## src/rtl/tcp_active_conn_manager.sv

```systemverilog
// tcp_active_conn_manager: client-side TCP open/close state machine tracking local and remote sequence numbers.
module tcp_active_conn_manager #(
  parameter logic [31:0] ISN = 32'h0001_0000,
  parameter int SYN_TIMEOUT_CYCLES = 1_000_000,
  parameter int MAX_SYN_RETRIES = 3,
  parameter int FIN_TIMEOUT_CYCLES = 1_000_000,
  parameter int TIME_WAIT_CYCLES = 2_000_000
) (
  input  logic        aclk,
  input  logic        areset,
  input  logic        connect_req,
  input  logic        close_req,
  input  logic [31:0] remote_ip,
  input  logic [47:0] remote_mac,
  input  logic [15:0] remote_port,
  input  logic        rx_valid,
  input  logic        syn,
  input  logic        ack,
  input  logic        fin,
  input  logic        rst,
  input  logic [31:0] seq_number,
  input  logic [31:0] ack_number,
  input  logic [15:0] data_len,
  input  logic        tx_data_sent,
  input  logic [15:0] tx_data_len,
  input  logic        disconnect_signal,
  output logic [31:0] seq_number_local,
  output logic [31:0] ack_number_local,
  output logic [31:0] tx_ip,
  output logic [47:0] tx_mac,
  output logic [15:0] tx_port,
  output logic        send_syn,
  output logic        send_ack,
  output logic        send_fin,
  output logic        established_moment,
  output logic        connect_fail,
  output logic [3:0]  tcp_state
);
  typedef enum logic [3:0] {
    IDLE = 4'd0, SYN_SENT = 4'd2, ESTABLISHED = 4'd3, FIN_WAIT_1 = 4'd4,
    FIN_WAIT_2 = 4'd5, CLOSE_WAIT = 4'd6, LAST_ACK = 4'd7, TIME_WAIT = 4'd8
  } state_t;
  localparam logic [31:0] SYN_LAST = 32'(SYN_TIMEOUT_CYCLES - 1);
  localparam logic [31:0] FIN_LAST = 32'(FIN_TIMEOUT_CYCLES - 1);
  localparam logic [31:0] TW_LAST = 32'(TIME_WAIT_CYCLES - 1);
  localparam logic [7:0] RETRY_MAX = 8'(MAX_SYN_RETRIES);
  function automatic logic [31:0] bswap(input logic [31:0] v);
    return {v[7:0], v[15:8], v[23:16], v[31:24]};
  endfunction
  state_t state;
  logic [31:0] l_seq, l_ack, timer, rseq, rack, fin_seq;
  logic [7:0] retries;
  logic seg, rx, rst_ok;
  assign rseq = bswap(seq_number);
  assign rack = bswap(ack_number);
  assign seg = rx_valid && state != IDLE;
  assign rx = seg && !rst;
  // the FIN's own +1 is folded in while its strobe is still on the wire
  assign fin_seq = l_seq + {31'd0, send_fin};
  assign rst_ok = state == SYN_SENT ? rack == l_seq + 32'd1 : rseq == l_ack;
  assign seq_number_local = bswap(l_seq);
  assign ack_number_local = bswap(l_ack);
  assign tcp_state = state;
  always_ff @(posedge aclk or posedge areset) begin
    if (areset) begin
      state <= IDLE;
      l_seq <= '0;
      l_ack <= '0;
      timer <= '0;
      retries <= '0;
      tx_ip <= '0;
      tx_mac <= '0;
      tx_port <= '0;
      send_syn <= 1'b0;
      send_ack <= 1'b0;
      send_fin <= 1'b0;
      established_moment <= 1'b0;
      connect_fail <= 1'b0;
    end else begin
      send_syn <= 1'b0;
      send_ack <= 1'b0;
      send_fin <= 1'b0;
      established_moment <= 1'b0;
      connect_fail <= 1'b0;
      if (disconnect_signal) begin
        state <= IDLE;
        timer <= '0;
        retries <= '0;
      end else if (seg && rst && rst_ok) begin
        state <= IDLE;
        timer <= '0;
        connect_fail <= state == SYN_SENT;
      end else begin
        case (state)
          IDLE: if (connect_req) begin
            tx_ip <= remote_ip;
            tx_mac <= remote_mac;
            tx_port <= remote_port;
            l_seq <= ISN;
            send_syn <= 1'b1;
            retries <= '0;
            timer <= '0;
            state <= SYN_SENT;
          end
          SYN_SENT: if (rx && syn && ack && rack == ISN + 32'd1) begin
            l_ack <= rseq + 32'd1;
            l_seq <= ISN + 32'd1;
            send_ack <= 1'b1;
            established_moment <= 1'b1;
            state <= ESTABLISHED;
          end else if (timer == SYN_LAST) begin
            timer <= '0;
            if (retries < RETRY_MAX) begin
              send_syn <= 1'b1;
              retries <= retries + 8'd1;
            end else begin
              connect_fail <= 1'b1;
              state <= IDLE;
            end
          end else timer <= timer + 32'd1;
          ESTABLISHED: begin
            if (rx && fin && ack && rseq == l_ack) begin
              l_ack <= l_ack + 32'd1;
              send_ack <= 1'b1;
              state <= CLOSE_WAIT;
            end else begin
              if (rx && ack && rseq == l_ack) begin
                l_ack <= l_ack + {16'd0, data_len};
                send_ack <= data_len != 16'd0;
              end else if (rx && rseq != l_ack) send_ack <= 1'b1;
              if (close_req) begin
                send_fin <= 1'b1;
                timer <= '0;
                state <= FIN_WAIT_1;
              end
            end
            if (tx_data_sent) l_seq <= l_seq + {16'd0, tx_data_len};
          end
          FIN_WAIT_1: begin
            l_seq <= fin_seq;
            if (rx && fin) begin
              l_ack <= l_ack + 32'd1;
              send_ack <= 1'b1;
              timer <= '0;
              state <= TIME_WAIT;
            end else if (rx && ack && rack == fin_seq) begin
              timer <= '0;
              state <= FIN_WAIT_2;
            end else if (timer == FIN_LAST) begin
              timer <= '0;
              state <= IDLE;
            end else timer <= timer + 32'd1;
          end
          FIN_WAIT_2: if (rx && fin && rseq == l_ack) begin
            l_ack <= l_ack + 32'd1;
            send_ack <= 1'b1;
            timer <= '0;
            state <= TIME_WAIT;
          end else if (timer == FIN_LAST) begin
            timer <= '0;
            state <= IDLE;
          end else timer <= timer + 32'd1;
          CLOSE_WAIT: begin
            send_fin <= 1'b1;
            state <= LAST_ACK;
          end
          LAST_ACK: begin
            l_seq <= fin_seq;
            if (rx && ack && rack == fin_seq) state <= IDLE;
          end
          TIME_WAIT: if (rx && fin && rseq == l_ack - 32'd1) begin
            send_ack <= 1'b1;
            timer <= '0;
          end else if (timer == TW_LAST) begin
            timer <= '0;
            state <= IDLE;
          end else timer <= timer + 32'd1;
          default: state <= IDLE;
        endcase
      end
    end
  end
endmodule
```

## config.mk

```make
export PLATFORM = sky130hd
export DESIGN_NAME = tcp_active_conn_manager
export DESIGN_NICKNAME = d
export VERILOG_FILES = /design/src/rtl/tcp_active_conn_manager.sv
export SDC_FILE = /design/constraint.sdc
export NUM_CORES = 1
export LEC_CHECK = 0
export BUFFER_PORTS_ARGS = -buffer_cell sky130_fd_sc_hd__buf_2
export CORE_ASPECT_RATIO = 1.25
export CORE_MARGIN = 2
export CORE_UTILIZATION = 50
export CTS_BUF_LIST = sky130_fd_sc_hd__clkbuf_16
export DETAILED_ROUTE_END_ITERATION = 10
export GPL_ROUTABILITY_DRIVEN = 0
export PLACE_DENSITY = 0.78
export SYNTH_ARGS = -nofsm -noshare
export SYNTH_HDL_FRONTEND = slang
export SYNTH_SLANG_ARGS = --single-unit
```

## constraint.sdc

```tcl
create_clock -name aclk -period 7.6 [get_ports aclk]
set_input_delay 2.28 -clock aclk [delete_from_list [all_inputs] [get_ports aclk]]
set_output_delay 2.28 -clock aclk [all_outputs]
set_load 0.1 [all_outputs]
```

==> results.cfg, run 1 <==
[global_routing]
grtUsageMet1_pct = 38.81
busiest_layer = met2
overflow = 0
grt_max_degree = 127
grt_pass1_wl_um = 86130
grt_usage_pct = 31.84
antenna_found_initial = 8
grtUsageMet2_pct = 51.73
grt_use_met3_pct = 8.079
grt_pass1_vias = 16310

[worst_setup_path]
path_delay_family = simple AND/OR/NAND/NOR gates
end_kind = flip-flop
crit_type = in -> reg
cp_cell_sequence = buf_2 -> nor4b_1 -> nand4_1 -> nor4_1 -> a21o_1 -> o2111ai_1 -> or2_1 -> nor2_4 -> buf_4 -> buf_4 -> mux2_2
critPathMaxFanout = 53
slowest_delay_ps = 820
crit_top_cell = buf_4
critPathBufInv = 3
arrival_ps = 6720
slowest_stage = nor4b_1
start_kind = primary input
critPathRequiredTime_ps = 8010

[sta]
fmax_mhz = 158.6
min_period_ps = 6306
hold_violations = 0
worst_slew_pin_slew_ps = 1116
fin_tns_setup_ps = 0
rsz0062_at_grt = false
min_period_over_period_pct = 82.98
slew-limit-headroom_pct = 24.90
skew_ps = 19.78
setup_viol_count_final = 0
drv_slew = 0

[yosys]
yosys_warnings = 0
synth_edf_count = 0
synth_top_cell_by_area = dfrtp_1
synth.distinct_cells = 87
synth_area_leaders = dfrtp_1 32%, mux2_2 6.6%, xnor2_1 5.5%
ys_seq_area_share_pct = 32.43
synth_common_cells = 209 x dfrtp_1, 140 x nand2_1, 129 x nor2_1
synth.top_cell.area_share_pct = 32.43
synth_ff_type = dfrtp_1
synthesis.instances = 1877
synth-seq-cells = 209
yosysMostFrequentCell = dfrtp_1
syn-num-nets = 2122
syn_avg_cell_area_um2 = 8.591
async_flop_share_pct = 100.0
syn-cell-area_um2 = 16130

[power_and_ir_drop]
leakage_uw = 0.008133
powerDensity_nw_per_um2 = 378.6
p_comb_share_pct = 57.3
internal_power_uw = 3000
pwr-share-clk_pct = 16.8
total_power_uw = 7169
seqPwrFrac_pct = 25.9
ir_drop_mv = 0.5256
switchingPower_uw = 4169
power_switching_share_pct = 58.15

[place]
placed_area_um2 = 18140
dp.cells = 2554
port_buffers = 371
place_hpwl_um = 40820

[route]
viasPerCell = 6.440
drt_iter0_markers = 1751
firstDrtPassIters = 6
vias = 16730
final_antenna_net_count = 0
route.detailed.drc = 0
wl_per_cell_um = 21.07
wl_um = 54730

[finish]
finalInstanceArea_um2 = 18940
postLayoutCoreUtil_pct = 59.58
multi_input_area_um2 = 10230
nFillCells = 2793
nets = 2412
regArea_um2 = 5230
drive_gt1_share_pct = 25.53
final-instance-count-excl-fill = 2598
area_growth_pct = 17.44

[cts]
tritoncts = yes
clkSinkCount = 209
cts_root_buffer = clkbuf_16
path_clk_slew_ps = 60
post_cts_buffers = 0
cts_buffers = 23
cts_htree_levels = 1
cts_buffer_depth = 3
clk_latency_ps = 540
cts_hold_buf = 0
ctsResizeCount = 0

[job]
drv_cap = 0

[die]
io_pins = 372
core-area_um2 = 31790
fp-row-count = 73
design.die.area_um2 = 33710
die_w_um = 164.6
start_util_pct = 50.73
die_h_um = 204.8

[worst_hold_path]
holdCritPathClass = reg -> reg

[outcome]
status = finished, final reports clean
area by class of cell:
type	instances	share of cell area, %
multi-input combinational	1506	54.01
sequential	209	27.62
timing repair buffer	392	10.70
clock buffer	23	3.039
tap	412	2.722
clock inverter	17	1.143
inverter	35	0.7135
antenna	4	0.05285
layout by cell type, fill, tap and decap left out, types with 13 or more instances in the layout:
cell	synthesis	layout
ha_1	40	40
xnor2_1	102	102
nor2_1	129	129
a21o_1	23	23
nor4_1	43	43
nand3_1	74	74
clkbuf_16	0	23
a21oi_1	95	93
a32oi_1	26	26
o22ai_1	24	24
xor2_1	77	77
a31oi_1	21	21
and2_1	22	23
buf_4	3	20
buf_2	30	371
or3_1	13	13
inv_1	35	36
nand2_1	140	140
and3_1	55	55
nor2b_1	17	17
o21ai_0	127	125
o31ai_1	31	31
nor3_1	45	44
dfrtp_1	209	209
nand2b_1	22	22
nand4_1	58	58
mux2_2	94	94
power by group through the flow:
stage	clock (uW)	combinational [uW]	sequential, uW
after detailed placement	0	4080	1860
after global placement	0	4030	1840
final	1210	4110	1860
after floorplan	0	1250	3890
after CTS	1230	4090	1840
after global routing	1280	4270	1900
stage by stage:
| step | setup slack [ps] | hold slack [ps] |
|---|---|---|
| global placement | 1021 | 463.0 |
| global route | 1211 | 500.0 |
| floorplan | 2602 | 443.7 |
| finish | 1294 | 488.6 |
| CTS | 1500 | 491.7 |
| detailed placement | 959.8 | 472.9 |
state kept, by name (all words and copies together) (netlist names), 4 cells and up:
name,cells
tx_port,16
tx_ip,32
timer,32
l_ack,32
l_seq,32
tcp_state,4
retries,8
tx_mac,48
cells by family (layout without fill, tap and decap cells):
family	after synthesis	count (layout)	synth area share, %
and+or+nand+nor	704	704	23.44
DFF	209	209	32.43
AOI/OAI and AO/OA	477	477	19.57
muxes	103	103	7.154
adders and majority gates	43	43	3.414
buffers and inverters	162	467	4.267
xor gates and xnor gates	179	179	9.722
other	0	4	0
metal layers:
layer | routed length, um | share of wire [%] | up-vias
met3 | 5892 | 11 | 236
met4 | 3135 | 5.7 | 4
li1 | - | - | 7606
met2 | 25360 | 46 | 1015
met1 | 20310 | 37 | 7871
met5 | 27 | 0.049 | -
worst paths after layout:
path | slack (ps) | cells past startpoint | end | from
min in group asynchronous | 1730 | 2 | tx_ip[12] | areset
worst min register to register | 490 | 1 | retries[4] | retries[4]
max in group asynchronous | 4700 | 3 | tx_ip[4] | areset
worst min-delay path | 490 | 1 | retries[4] | retries[4]
worst max register to register | 2530 | 14 | timer[4] | l_seq[0]
worst max-delay path | 1290 | 11 | tx_port[14] | ack_number[5]
(Power assumes the default switching activity.)
==> run 2: changes to the inputs <==
==> constraint.sdc (replaced) <==
create_clock -name aclk -period 5.4 [get_ports aclk]
set_input_delay 1.62 -clock aclk [delete_from_list [all_inputs] [get_ports aclk]]
set_output_delay 1.62 -clock aclk [all_outputs]
set_load 0.1 [all_outputs]
==> run 2 against run 1 <==
  * Critical path depth down 1
  * Via count up 0.40%
  * Combinational power up 40%
  * Register-to-register slack worse by 1700 ps
  * Critical endpoint is now tx_ip[30]
  * First-iteration DRC count down 15%
  * Clock power up 31%
  * Sequential share of layout area about the same
  * Power up 39%
==> results.cfg, run 2 (same netlist as run 1, synthesis figures left out) <==
[outcome]
status = finished, final reports clean

[sta]
skew_ps = 14.80
rsz0062_at_grt = false
drv_slew = 0
worst_slew_pin_slew_ps = 1175
min_period_ps = 4788
setup_viol_count_final = 0
hold_violations = 0
fmax_mhz = 208.8
slew-limit-headroom_pct = 21.65
fin_tns_setup_ps = 0
min_period_over_period_pct = 88.67

[die]
die_w_um = 164.6
start_util_pct = 50.73
fp-row-count = 73
io_pins = 372
die_h_um = 204.8
design.die.area_um2 = 33710
core-area_um2 = 31790

[place]
dp.cells = 2560
port_buffers = 371
place_hpwl_um = 41390

[route]
route.detailed.drc = 0
drt_iter0_markers = 1492
wl_met2_um = 25100
routedLengthMet1_um = 20700
wl_per_cell_um = 21.12
wl_um = 54960
final_antenna_net_count = 0
firstDrtPassIters = 8
viasPerCell = 6.454
route.met3.wl_um = 5649
routed.top_layer = met5
vias = 16800

[global_routing]
grt_usage_pct = 31.85
grt_pass1_wl_um = 85860
grt_pass1_vias = 16330
overflow = 0
antenna_found_initial = 6
grt_max_degree = 108

[job]
drv_cap = 0

[cts]
cts_root_buffer = clkbuf_16
clk_latency_ps = 520
path_clk_slew_ps = 60
cts_hold_buf = 0
ctsResizeCount = 0
clkSinkCount = 209
cts_buffers = 23
post_cts_buffers = 0
cts_buffer_depth = 3
tritoncts = yes
cts_htree_levels = 1

[worst_setup_path]
regToRegEndpoint = timer[16]
reg2reg_setup_slack_ps = 780
critPathMaxFanout = 50
slowest_stage = nor4b_1
r2r-start = l_seq[0]
start_kind = primary input
slowest_delay_ps = 810
crit_type = in -> reg
reg2reg_depth = 14
end_kind = flip-flop
arrival_ps = 5180
cp_cell_sequence = buf_2 -> nor4b_1 -> nand4_1 -> nor4_1 -> a21o_1 -> o2111ai_1 -> or2_1 -> nor2_4 -> buf_12 -> mux2_2
critPathRequiredTime_ps = 5790

[power_and_ir_drop]
seqPwrFrac_pct = 26.4
p_comb_share_pct = 57.7
total_power_uw = 9998
power_switching_share_pct = 58.66
internal_power_uw = 4133
ir_drop_mv = 0.5620
leakage_uw = 0.008157
pwr-share-clk_pct = 15.9
switchingPower_uw = 5865
powerDensity_nw_per_um2 = 527.0

[finish]
area_growth_pct = 17.64
drive_gt1_share_pct = 25.69
largest_reg_flops = 48
layout_commonest_cell = buf_2
top_register = tx_mac
final-instance-count-excl-fill = 2603
mostFrequentLayoutCells = 371 x buf_2, 209 x dfrtp_1, 140 x nand2_1, 129 x nor2_1, 125 x o21ai_0
nets = 2418

[worst_hold_path]
hold_depth = 1
min_from = retries[3]
hold-path-endpoint = retries[3]
holdCritPathClass = reg -> reg
==> run 2: worst max-delay path, delay by kind of cell <==
family / cells / cell delay (ps)
AOI/OAI and AO/OA: 2 / 320
buffers and inverters: 2 / 430
muxes: 1 / 380
and+or+nand+nor: 5 / 2390
==> run 2: through the flow <==
| step | worst slack [ps] | util (%) | hold slack [ps] | cell area [um^2] |
|---|---|---|---|---|
| 5_1_grt | 503.8 | 59.66 | 492.8 | 18960 |
| 3_5_place_dp | 251.5 | 57.32 | 467.9 | 18220 |
| 6_report | 611.8 | 59.68 | 479.2 | 18970 |
| 3_3_place_gp | 337.2 | 57.32 | 459.7 | 18220 |
| 2_1_floorplan | 1062 | - | 443.7 | 16130 |
| 4_1_cts | 792.5 | 59.66 | 481.7 | 18960 |
==> run 2: power groups by stage <==
stage | Combinational (uW) | Clock [uW] | Sequential (uW)
after floorplan | 1760 | 0 | 5470
after global placement | 5680 | 0 | 2620
after detailed placement | 5750 | 0 | 2640
after CTS | 5760 | 1620 | 2620
after global routing | 6000 | 1670 | 2700
final | 5770 | 1590 | 2640
==> run 2: layout make-up <==
type | instances | area (um^2)
diodes | 3 | 7.507
clock buffers | 23 | 575.6
clock inverters | 17 | 168.9
fillers | 2811 | 12810
inverters | 35 | 135.1
multi-input cells | 1506 | 10230
flip-flops and latches | 209 | 5230
well taps | 412 | 515.5
repair buffers | 398 | 2110
==> run 2: worst max path at each step <==
stage / slack (ps) / cells after the start / startpoint / endpoint
global placement: 340 / 10 / ack_number[5] / tx_mac[3]
floorplan: 1060 / 11 / seq_number[30] / tx_mac[30]
global route: 500 / 14 / l_seq[0] / timer[16]
detailed placement: 250 / 13 / data_len[1] / l_ack[21]
CTS: 790 / 13 / data_len[1] / l_ack[21]
finish: 610 / 10 / ack_number[5] / tx_ip[30]
==> run 2: per-layer routing <==
layer	global-route usage (%)	vias up
met3	6.843	233
met5	0	-
met2	51.40	1052
met1	39.34	7907
met4	18.11	6
li1	-	7601
